## src/rtl/mux_scan_nch.sv

```systemverilog
//------------------------------------------------------------------------------
// Module   : mux_scan_nch
// Brief    : Time-multiplexed N-channel digit scanner with gap ticks, masking,
//            leading-zero blanking and frame-synchronous double-buffered data.
// Revision : 1.0 - initial release
//------------------------------------------------------------------------------
`default_nettype none

module mux_scan_nch #(
    parameter int             NUM_CH    = 6,
    parameter int             W         = 4,
    parameter int             PRESCALE  = 1000,
    parameter int             GAP_TICKS = 1,
    parameter logic [W-1:0]   BLANK_VAL = 4'hF,
    localparam int            SEL_W     = $clog2(NUM_CH)
) (
    input  logic                  i_clk,
    input  logic                  i_rst,
    input  logic                  i_en,
    input  logic                  i_load,
    input  logic [NUM_CH*W-1:0]   i_data,
    input  logic [NUM_CH-1:0]     i_mask,
    input  logic                  i_lzb,
    output logic [W-1:0]          o_data,
    output logic [SEL_W-1:0]      o_sel,
    output logic [NUM_CH-1:0]     o_digit_en,
    output logic                  o_frame
);

    localparam int c_PW = (PRESCALE > 1) ? $clog2(PRESCALE) : 1;
    localparam int c_GW = (GAP_TICKS > 1) ? $clog2(GAP_TICKS) : 1;

    localparam logic [c_PW-1:0]  c_PRESC_MAX = c_PW'(PRESCALE - 1);
    localparam logic [c_GW-1:0]  c_GAP_MAX   = c_GW'((GAP_TICKS > 0) ? GAP_TICKS - 1 : 0);
    localparam logic [SEL_W-1:0] c_LAST      = SEL_W'(NUM_CH - 1);

    localparam logic [1:0] c_IDLE   = 2'd0;
    localparam logic [1:0] c_ACTIVE = 2'd1;
    localparam logic [1:0] c_GAP    = 2'd2;

    // Scan sequencing state
    logic [1:0]           r_state;
    logic [SEL_W-1:0]     r_idx;
    logic [c_PW-1:0]      r_presc;
    logic [c_GW-1:0]      r_gap_cnt;

    // Shadow (written by i_load) and display (used for output) buffers
    logic                 r_pending;
    logic [NUM_CH*W-1:0]  r_shadow_data;
    logic [NUM_CH-1:0]    r_shadow_mask;
    logic                 r_shadow_lzb;
    logic [NUM_CH*W-1:0]  r_disp_data;
    logic [NUM_CH-1:0]    r_disp_mask;
    logic                 r_disp_lzb;

    // Registered outputs
    logic [W-1:0]         r_out_data;
    logic [SEL_W-1:0]     r_out_sel;
    logic [NUM_CH-1:0]    r_out_den;
    logic                 r_out_frame;

    logic [1:0]           w_state_nxt;
    logic [SEL_W-1:0]     w_idx_nxt;
    logic [c_PW-1:0]      w_presc_nxt;
    logic [c_GW-1:0]      w_gap_nxt;
    logic                 w_tick;
    logic                 w_advance;
    logic                 w_boundary;

    logic                 w_pending_nxt;
    logic [NUM_CH*W-1:0]  w_disp_data_nxt;
    logic [NUM_CH-1:0]    w_disp_mask_nxt;
    logic                 w_disp_lzb_nxt;

    logic                 w_run;
    logic [NUM_CH*W-1:0]  w_ch_val;
    logic [W-1:0]         w_sel_val;
    logic [NUM_CH-1:0]    w_den_nxt;
    logic [W-1:0]         w_data_nxt;

    assign w_tick = (r_presc == c_PRESC_MAX);

    always_comb begin
        w_state_nxt = r_state;
        w_idx_nxt   = r_idx;
        w_presc_nxt = r_presc;
        w_gap_nxt   = r_gap_cnt;
        w_advance   = 1'b0;
        w_boundary  = 1'b0;

        if (!i_en) begin
            w_state_nxt = c_IDLE;
            w_idx_nxt   = '0;
            w_presc_nxt = '0;
            w_gap_nxt   = '0;
        end else begin
            case (r_state)
                c_IDLE: begin
                    w_state_nxt = c_ACTIVE;
                    w_idx_nxt   = '0;
                    w_presc_nxt = '0;
                    w_gap_nxt   = '0;
                    w_boundary  = 1'b1;
                end
                c_ACTIVE: begin
                    w_presc_nxt = w_tick ? '0 : r_presc + 1'b1;
                    if (w_tick) begin
                        if (GAP_TICKS == 0) begin
                            w_advance = 1'b1;
                        end else begin
                            w_state_nxt = c_GAP;
                            w_gap_nxt   = '0;
                        end
                    end
                end
                c_GAP: begin
                    w_presc_nxt = w_tick ? '0 : r_presc + 1'b1;
                    if (w_tick) begin
                        if (r_gap_cnt == c_GAP_MAX) begin
                            w_state_nxt = c_ACTIVE;
                            w_gap_nxt   = '0;
                            w_advance   = 1'b1;
                        end else begin
                            w_gap_nxt = r_gap_cnt + 1'b1;
                        end
                    end
                end
                default: begin
                    w_state_nxt = c_IDLE;
                    w_idx_nxt   = '0;
                    w_presc_nxt = '0;
                    w_gap_nxt   = '0;
                end
            endcase

            // Wrapping from the last channel starts a new frame
            if (w_advance) begin
                if (r_idx == c_LAST) begin
                    w_idx_nxt  = '0;
                    w_boundary = 1'b1;
                end else begin
                    w_idx_nxt = r_idx + 1'b1;
                end
            end
        end
    end

    // Display buffer only changes on a frame boundary; a load on that very edge bypasses the shadow
    always_comb begin
        w_disp_data_nxt = r_disp_data;
        w_disp_mask_nxt = r_disp_mask;
        w_disp_lzb_nxt  = r_disp_lzb;
        w_pending_nxt   = r_pending;
        if (w_boundary) begin
            w_pending_nxt = 1'b0;
            if (i_load) begin
                w_disp_data_nxt = i_data;
                w_disp_mask_nxt = i_mask;
                w_disp_lzb_nxt  = i_lzb;
            end else if (r_pending) begin
                w_disp_data_nxt = r_shadow_data;
                w_disp_mask_nxt = r_shadow_mask;
                w_disp_lzb_nxt  = r_shadow_lzb;
            end
        end else if (i_load) begin
            w_pending_nxt = 1'b1;
        end
    end

    // w_run tracks "this channel and every more significant one are zero"
    always_comb begin
        w_run    = 1'b1;
        w_ch_val = '0;
        for (int c = NUM_CH - 1; c >= 0; c--) begin
            w_run = w_run & (w_disp_data_nxt[c*W +: W] == '0);
            if (w_disp_mask_nxt[c] || (w_disp_lzb_nxt && (c > 0) && w_run)) begin
                w_ch_val[c*W +: W] = BLANK_VAL;
            end else begin
                w_ch_val[c*W +: W] = w_disp_data_nxt[c*W +: W];
            end
        end
    end

    always_comb begin
        w_sel_val = BLANK_VAL;
        w_den_nxt = '0;
        for (int c = 0; c < NUM_CH; c++) begin
            if (w_idx_nxt == SEL_W'(c)) begin
                w_sel_val    = w_ch_val[c*W +: W];
                w_den_nxt[c] = (w_state_nxt == c_ACTIVE);
            end
        end
    end

    assign w_data_nxt = (w_state_nxt == c_ACTIVE) ? w_sel_val : BLANK_VAL;

    always_ff @(posedge i_clk or posedge i_rst) begin
        if (i_rst) begin
            r_state       <= c_IDLE;
            r_idx         <= '0;
            r_presc       <= '0;
            r_gap_cnt     <= '0;
            r_pending     <= 1'b0;
            r_shadow_data <= {NUM_CH{BLANK_VAL}};
            r_shadow_mask <= '0;
            r_shadow_lzb  <= 1'b0;
            r_disp_data   <= {NUM_CH{BLANK_VAL}};
            r_disp_mask   <= '0;
            r_disp_lzb    <= 1'b0;
            r_out_data    <= BLANK_VAL;
            r_out_sel     <= '0;
            r_out_den     <= '0;
            r_out_frame   <= 1'b0;
        end else begin
            r_state     <= w_state_nxt;
            r_idx       <= w_idx_nxt;
            r_presc     <= w_presc_nxt;
            r_gap_cnt   <= w_gap_nxt;
            r_pending   <= w_pending_nxt;
            r_disp_data <= w_disp_data_nxt;
            r_disp_mask <= w_disp_mask_nxt;
            r_disp_lzb  <= w_disp_lzb_nxt;
            if (i_load) begin
                r_shadow_data <= i_data;
                r_shadow_mask <= i_mask;
                r_shadow_lzb  <= i_lzb;
            end
            r_out_data  <= w_data_nxt;
            r_out_sel   <= w_idx_nxt;
            r_out_den   <= w_den_nxt;
            r_out_frame <= w_boundary;
        end
    end

    assign o_data     = r_out_data;
    assign o_sel      = r_out_sel;
    assign o_digit_en = r_out_den;
    assign o_frame    = r_out_frame;

endmodule

`default_nettype wire

```

## config.mk

```make
export PLATFORM = sky130hd
export DESIGN_NAME = mux_scan_nch
export DESIGN_NICKNAME = d
export VERILOG_FILES = /design/src/rtl/mux_scan_nch.sv
export SDC_FILE = /design/constraint.sdc
export NUM_CORES = 1
export LEC_CHECK = 0
export ABC_CLOCK_PERIOD_IN_PS = 6900
export BUFFER_PORTS_ARGS = -buffer_cell sky130_fd_sc_hd__buf_2
export CORE_ASPECT_RATIO = 1.75
export CORE_UTILIZATION = 40
export DETAILED_ROUTE_END_ITERATION = 12
export GPL_TIMING_DRIVEN = 0
export PLACE_DENSITY = 0.66
export SYNTH_ARGS = -nofsm -noshare
export SYNTH_HDL_FRONTEND = slang
export SYNTH_SLANG_ARGS = --single-unit
```

## constraint.sdc

```tcl
create_clock -name i_clk -period 6.9 [get_ports i_clk]
set_clock_uncertainty 0.15 [all_clocks]
set_input_delay 2.07 -clock i_clk [delete_from_list [all_inputs] [get_ports i_clk]]
set_output_delay 2.07 -clock i_clk [all_outputs]
set_load 0.03 [all_outputs]
```

## Word-level counts from Yosys, hierarchy flattened

Cells that the tools add are included.

- Output and inout bits: 14
- Register bits: 90
- Input port bits: 35

- Reduce and logical (&&, ||, !) cells: 20
- $add $sub $neg: 3
- Multiplexer cells: 55
- Equality and inequality tests: 12
- Bitwise gates (word level): 4

Operators with widths:

| operator | number |
|---|---|
| 24-bit 2-to-1 mux | 3 |
| 4-bit 2-to-1 mux | 13 |
| 10-bit 2-to-1 mux | 3 |
| 1-bit 2-to-1 mux | 23 |
| 4-bit logical NOT | 5 |
| 6-bit 2-to-1 mux | 3 |
| 3-bit 2-to-1 mux | 4 |
| 10-bit by 1-bit adder with 10-bit output, second input constant | 1 |
| 10-bit == test, second input constant | 1 |
| 3-bit == test, second input constant | 3 |
| 2-bit 2-to-1 mux | 4 |
| 3-bit by 2-bit == test with 1-bit output, second input constant | 2 |
| 3-bit inequality test, second input constant | 2 |
| 2-bit case mux with 3 select lines | 1 |
| 1-bit logical AND | 5 |
| 1-bit logical OR | 5 |
| 1-bit AND | 4 |
| 2-bit by 1-bit == test with 1-bit output, second input constant | 2 |
| 3-bit by 1-bit adder with 3-bit output, second input constant | 1 |
| 3-bit by 1-bit == test with 1-bit output, second input constant | 1 |
| 3-bit logical NOT | 1 |
| 2-bit == test, second input constant | 1 |
| 2-bit logical NOT | 1 |
| 1-bit case mux with 2 select lines | 1 |
| other kinds (4) | 4 |

## Depth between registers and ports, before layout

- Word-level depth: 21
- Gate-level depth with buffers: 13
- Gate-level depth less buffers: 11

## Worst setup path before layout

No wires, ideal clock.

- Path kind: input -> register
- Start: input i_load
- End: register r_out_data[2], in the netlist o_data[2]
- Arrival: 3.969 ns
- Required time: 6.666 ns
- Path slack: 2.698 ns
- Stages on the path: 7
- Buffers on the path: 3
- Cells stage by stage: buf_4 > buf_6 > buf_2 > mux2_2 > mux2_2 > or4_1 > a221o_1

- Longest elaborated chain between the ends: 16
- Elaborated cells between the ends (all ways): 38

Ends and longest elaborated chain:

| element | RTL line | source |
|---|---|---|
| from (decl) | 20 | `input logic i_load,` |
| 24-bit 2-to-1 mux * | 156 | `if (i_load) begin` |
| 24-bit 2-to-1 mux * | 154 | `if (w_boundary) begin` |
| via w_disp_data_nxt[18] | 71 | `logic [NUM_CH*W-1:0] w_disp_data_nxt;` |
| 4-bit logical NOT | 175 | `w_run = w_run & (w_disp_data_nxt[c*W +: W] == '0);` |
| 1-bit AND (4 in series) | 175 |  |
| 1-bit logical AND | 176 | `if (w_disp_mask_nxt[c] \|\| (w_disp_lzb_nxt && (c > 0) && w_run)) begin` |
| 1-bit logical OR | 176 |  |
| 4-bit 2-to-1 mux | 176 |  |
| 4-bit 2-to-1 mux (3 in series) | 188 | `if (w_idx_nxt == SEL_W'(c)) begin` |
| 4-bit 2-to-1 mux * (2 in series) | 188 |  |
| 4-bit 2-to-1 mux * | 195 | `assign w_data_nxt = (w_state_nxt == c_ACTIVE) ? w_sel_val : BLANK_VAL;` |
| via w_data_nxt[2] | 79 | `logic [W-1:0] w_data_nxt;` |
| to (signal assigned) | 228 | `r_out_data <= w_data_nxt;` |
| to (decl) | 57 | `logic [W-1:0] r_out_data;` |

Mark *: on every way through the listed nets, which the timed path passes. The rest lies on a longest branch.
A chain may end at the register's enable or synchronous reset.

## Worst setup path in the final report

- Start: input i_load
- End: register r_out_data[1], in the netlist o_data[1]

- Longest elaborated chain between the ends: 16
- Elaborated cells between the ends (all ways): 38

Ends and longest elaborated chain:

| element | RTL line |
|---|---|
| 24-bit 2-to-1 mux | 156 |
| 24-bit 2-to-1 mux | 154 |
| 4-bit logical NOT | 175 |
| 1-bit AND (4 in series) | 175 |
| 1-bit logical AND | 176 |
| 1-bit logical OR | 176 |
| 4-bit 2-to-1 mux | 176 |
| 4-bit 2-to-1 mux (4 in series) | 188 |
| 4-bit 2-to-1 mux * | 188 |
| 4-bit 2-to-1 mux * | 195 |
| via w_data_nxt[1] | 79 |

Marked as above.

==> flow_metrics.py <==
metrics = {
    "outcome": {
        "outcome": "completed",
    },
    "timing": {
        "fin_setup_tns_ns": 0,
        "drv_slew": 0,
        "relSlewSlack_pct": 53.8,
        "fmax_mhz": 228,
        "holdWs_ns": 0.320,
        "worstMarginPinSlew_ns": 0.687,
        "min_period_ns": 4.38,
        "hold_viol": 0,
        "grt_setup_unrepaired": "no",
        "fin_crit_sh_pct": 63.5,
        "setup_violations": 0,
    },
    "drt": {
        "drtPass1Iterations": 4,
        "drt-initial-drc-count": 181,
        "viasPerCell": 5.48,
        "dr_wl_met3_um": 369,
        "ant_nets": 0,
        "routed_wl_um": 10400,
        "drcViolationCount": 0,
        "wl_met2_um": 5640,
        "topRoutingLayerUsed": "met4",
        "wl_met1_um": 3970,
        "via_count": 3326,
        "wl_per_cell_um": 17.1,
    },
    "setup_path": {
        "end_kind": "flip-flop",
        "path_class": "in2reg",
        "crit_fanout": 10,
        "r2r_end": "o_data[2]",
        "timing.rr.start": "r_state[0]",
        "reg2reg_depth": 11,
        "critPathRequiredTime_ns": 7.03,
        "r2r_slack_ns": 3.54,
        "worstSetupStartpointType": "input pin",
        "arrival_ns": 4.52,
    },
    "clock_tree": {
        "post_cts_buffers": 0,
        "cts_inserted_buffers": 9,
        "cts_tree": "built",
        "cts_sinks": 89,
        "clk_latency_ns": 0.35,
        "postCtsHoldBufs": 0,
        "cts_root_buf": "clkbuf_16",
        "htreeDepth": 3,
        "clk_path_buf_depth": 2,
        "post_cts_resized": 0,
        "cts.clk_slew.worst_paths_ns": 0.07,
    },
    "placed_design": {
        "port_buffers": 47,
        "dp_hpwl_um": 7860,
        "finalWeightedCongestion": 0.892,
    },
    "yosys": {
        "yosysWarningCount": 0,
        "ys_types": 60,
        "synth-edff-count": 0,
        "ys_seq_area_share_pct": 52.0,
        "synthXorXnorAreaFrac_pct": 1.59,
        "synth_compound_area_share_pct": 12.0,
        "synthAdderAreaFrac_pct": 1.42,
        "synthSimpleGateAreaFrac_pct": 17.0,
        "synth_top_family_by_area": "simple AND/OR/NAND/NOR gates",
        "syn_inst": 413,
        "synth_nets": 453,
        "yosys-mux-area-fraction_pct": 11.3,
        "synthArstFlopShare_pct": 100,
        "syn_area_sq_um": 4410,
        "synthFlopType": "dfstp_2",
        "synth_seq_cells": 89,
        "avgSynthCellArea_sq_um": 10.7,
    },
    "die": {
        "io_pins": 49,
        "die-width_um": 81.4,
        "fp.coreArea_sq_um": 10700,
        "die_h_um": 141,
        "initial_core_util_pct": 41.2,
        "dieArea_sq_um": 11500,
        "rows": 50,
    },
    "final_layout": {
        "drive_gt1_share_pct": 36.5,
        "syn_to_final_growth_pct": 16.6,
        "antenna_cells": 0,
        "fin_nets": 512,
        "post-route-util_pct": 48.1,
    },
    "power_and_ir_drop": {
        "finalPower_mw": 1.34,
        "peakVddDrop_mv": 0.147,
        "leakagePower_nw": 2.21,
        "p_switching_uw": 362,
        "p_sw_share_pct": 27.0,
        "seq_power_share_pct": 47.7,
        "clkPwrFrac_pct": 37.3,
        "p_int_uw": 981,
        "powerDensity_nw_per_um2": 261,
        "combPwrFrac_pct": 15.0,
    },
    "worst_hold_path": {
        "hold_path_depth": 1,
        "worstHoldPathType": "reg2reg",
        "hold_start": "r_presc[0]",
        "min_delay_worst_endpoint": "r_presc[0]",
    },
    "global_route": {
        "first_global_vias": 3498,
        "antenna_found_initial": 0,
        "grt_pass1_wl_um": 16800,
        "grt_max_degree": 76,
        "track_usage_pct": 19.7,
        "gr-total-overflow": 0,
    },
    "flow_run": {
        "cap_violations": 0,
    },
}
routing by layer:
layer	vias up	GRT usage [%]
li1	1583	-
met1	1636	21.0
met2	77	34.6
met3	30	4.14
met4	0	11.5
met5	-	0
metrics by stage:
stage	cell area [sq um]	worst slack [ns]	cells
6_report	5140	2.52	607
5_1_grt	5140	2.32	607
4_1_cts	5140	2.53	607
3_5_place_dp	4840	2.18	591
3_3_place_gp	4810	1.51	590
2_1_floorplan	4410	2.46	413
critical path, cell delays in order:
cell and delay [ns]:
buf_2 0.13, buf_4 0.21, buf_6 0.18, buf_2 0.29, buf_4 0.27, mux2_2 0.39, mux2i_1 0.27, nand2_1 0.11
o311ai_0 0.35, nand4_1 0.13, nand3_1 0.11
final cells by class:
| cell class | count | area [sq um] |
|---|---|---|
| Clock inverter | 6 | 75.1 |
| Inverter | 25 | 96.3 |
| Timing Repair Buffer | 48 | 263 |
| Buffer | 18 | 110 |
| Multi-Input combinational cell | 281 | 1920 |
| Sequential cell | 89 | 2290 |
| Fill cell | 983 | 5550 |
| Tap cell | 130 | 163 |
| Clock buffer | 10 | 229 |
registers in the layout (all words and copies together) (netlist names), 2 cells and up:
name           count
r_disp_mask        6
r_presc           10
r_disp_data       24
r_shadow_data     24
r_state            2
r_shadow_mask      6
o_sel              3
o_digit_en         6
o_data             4
synthesized netlist by cell type, types with 4 or more instances:
cell / count / area (sq um)
dfstp_2: 52 / 1370
nand2_1: 39 / 146
dfrtp_1: 37 / 926
nor2_1: 35 / 131
mux2_2: 32 / 360
inv_1: 24 / 90.1
o21ai_0: 17 / 85.1
mux2i_1: 14 / 140
nand3_1: 13 / 65.1
nor3_1: 10 / 50.1
a21oi_1: 9 / 45.0
nand2b_1: 8 / 50.1
nor4_1: 8 / 50.1
a31oi_1: 7 / 43.8
nand4_1: 7 / 43.8
buf_2: 6 / 30.0
o211ai_1: 6 / 45.0
buf_4: 5 / 37.5
ha_1: 5 / 62.6
o21ai_1: 5 / 25.0
a22oi_1: 4 / 30.0
clkbuf_1: 4 / 15.0
xnor2_1: 4 / 35.0
xor2_1: 4 / 35.0
layout by cell type (no fill, tap or decap), types with 3 or more instances in the layout:
cell	count
buf_2	53
nor2b_1	3
clkbuf_1	5
clkbuf_16	9
xor2_1	4
mux2_2	32
or2b_1	3
dfrtp_1	37
buf_4	5
mux2i_1	14
a31oi_1	7
nand3_1	13
a21oi_1	9
inv_1	23
o21ai_1	5
and3_1	3
o211ai_1	6
nor4_1	8
nand2b_1	8
a22oi_1	4
or4_1	3
ha_1	5
nand4_1	7
xnor2_1	4
nor3_1	10
nand2_1	39
nor2_1	35
o21a_1	3
dfstp_2	52
o21ai_0	17
cells by family after synthesis:
group                    Yosys count
adder cells (fa/ha/maj)            5
multiplexers                      46
AND/OR/NAND/NOR                  147
XOR/XNOR                           8
flip-flops                        89
buffers and inverters             43
AO/OA/AOI/OAI                     75
power by group through the flow:
stage	clock (mW)	sequential [mW]	combinational (mW)
3_5_place_dp	0	0.650	0.202
5_1_grt	0.530	0.650	0.223
4_1_cts	0.512	0.641	0.203
6_report	0.501	0.641	0.201
3_3_place_gp	0	0.646	0.195
2_1_floorplan	0	0.651	0.136
worst max-delay path by stage:
stage / start / endpoint / cells past startpoint
global placement: i_rst / r_shadow_mask[3] / 2
CTS: i_load / o_data[0] / 11
global route: i_load / o_data[1] / 11
finish: i_load / o_data[1] / 11
detailed placement: i_load / o_data[0] / 11
floorplan: i_rst / o_digit_en[0] / 1
No activity file was read; power rests on OpenSTA's default activity.
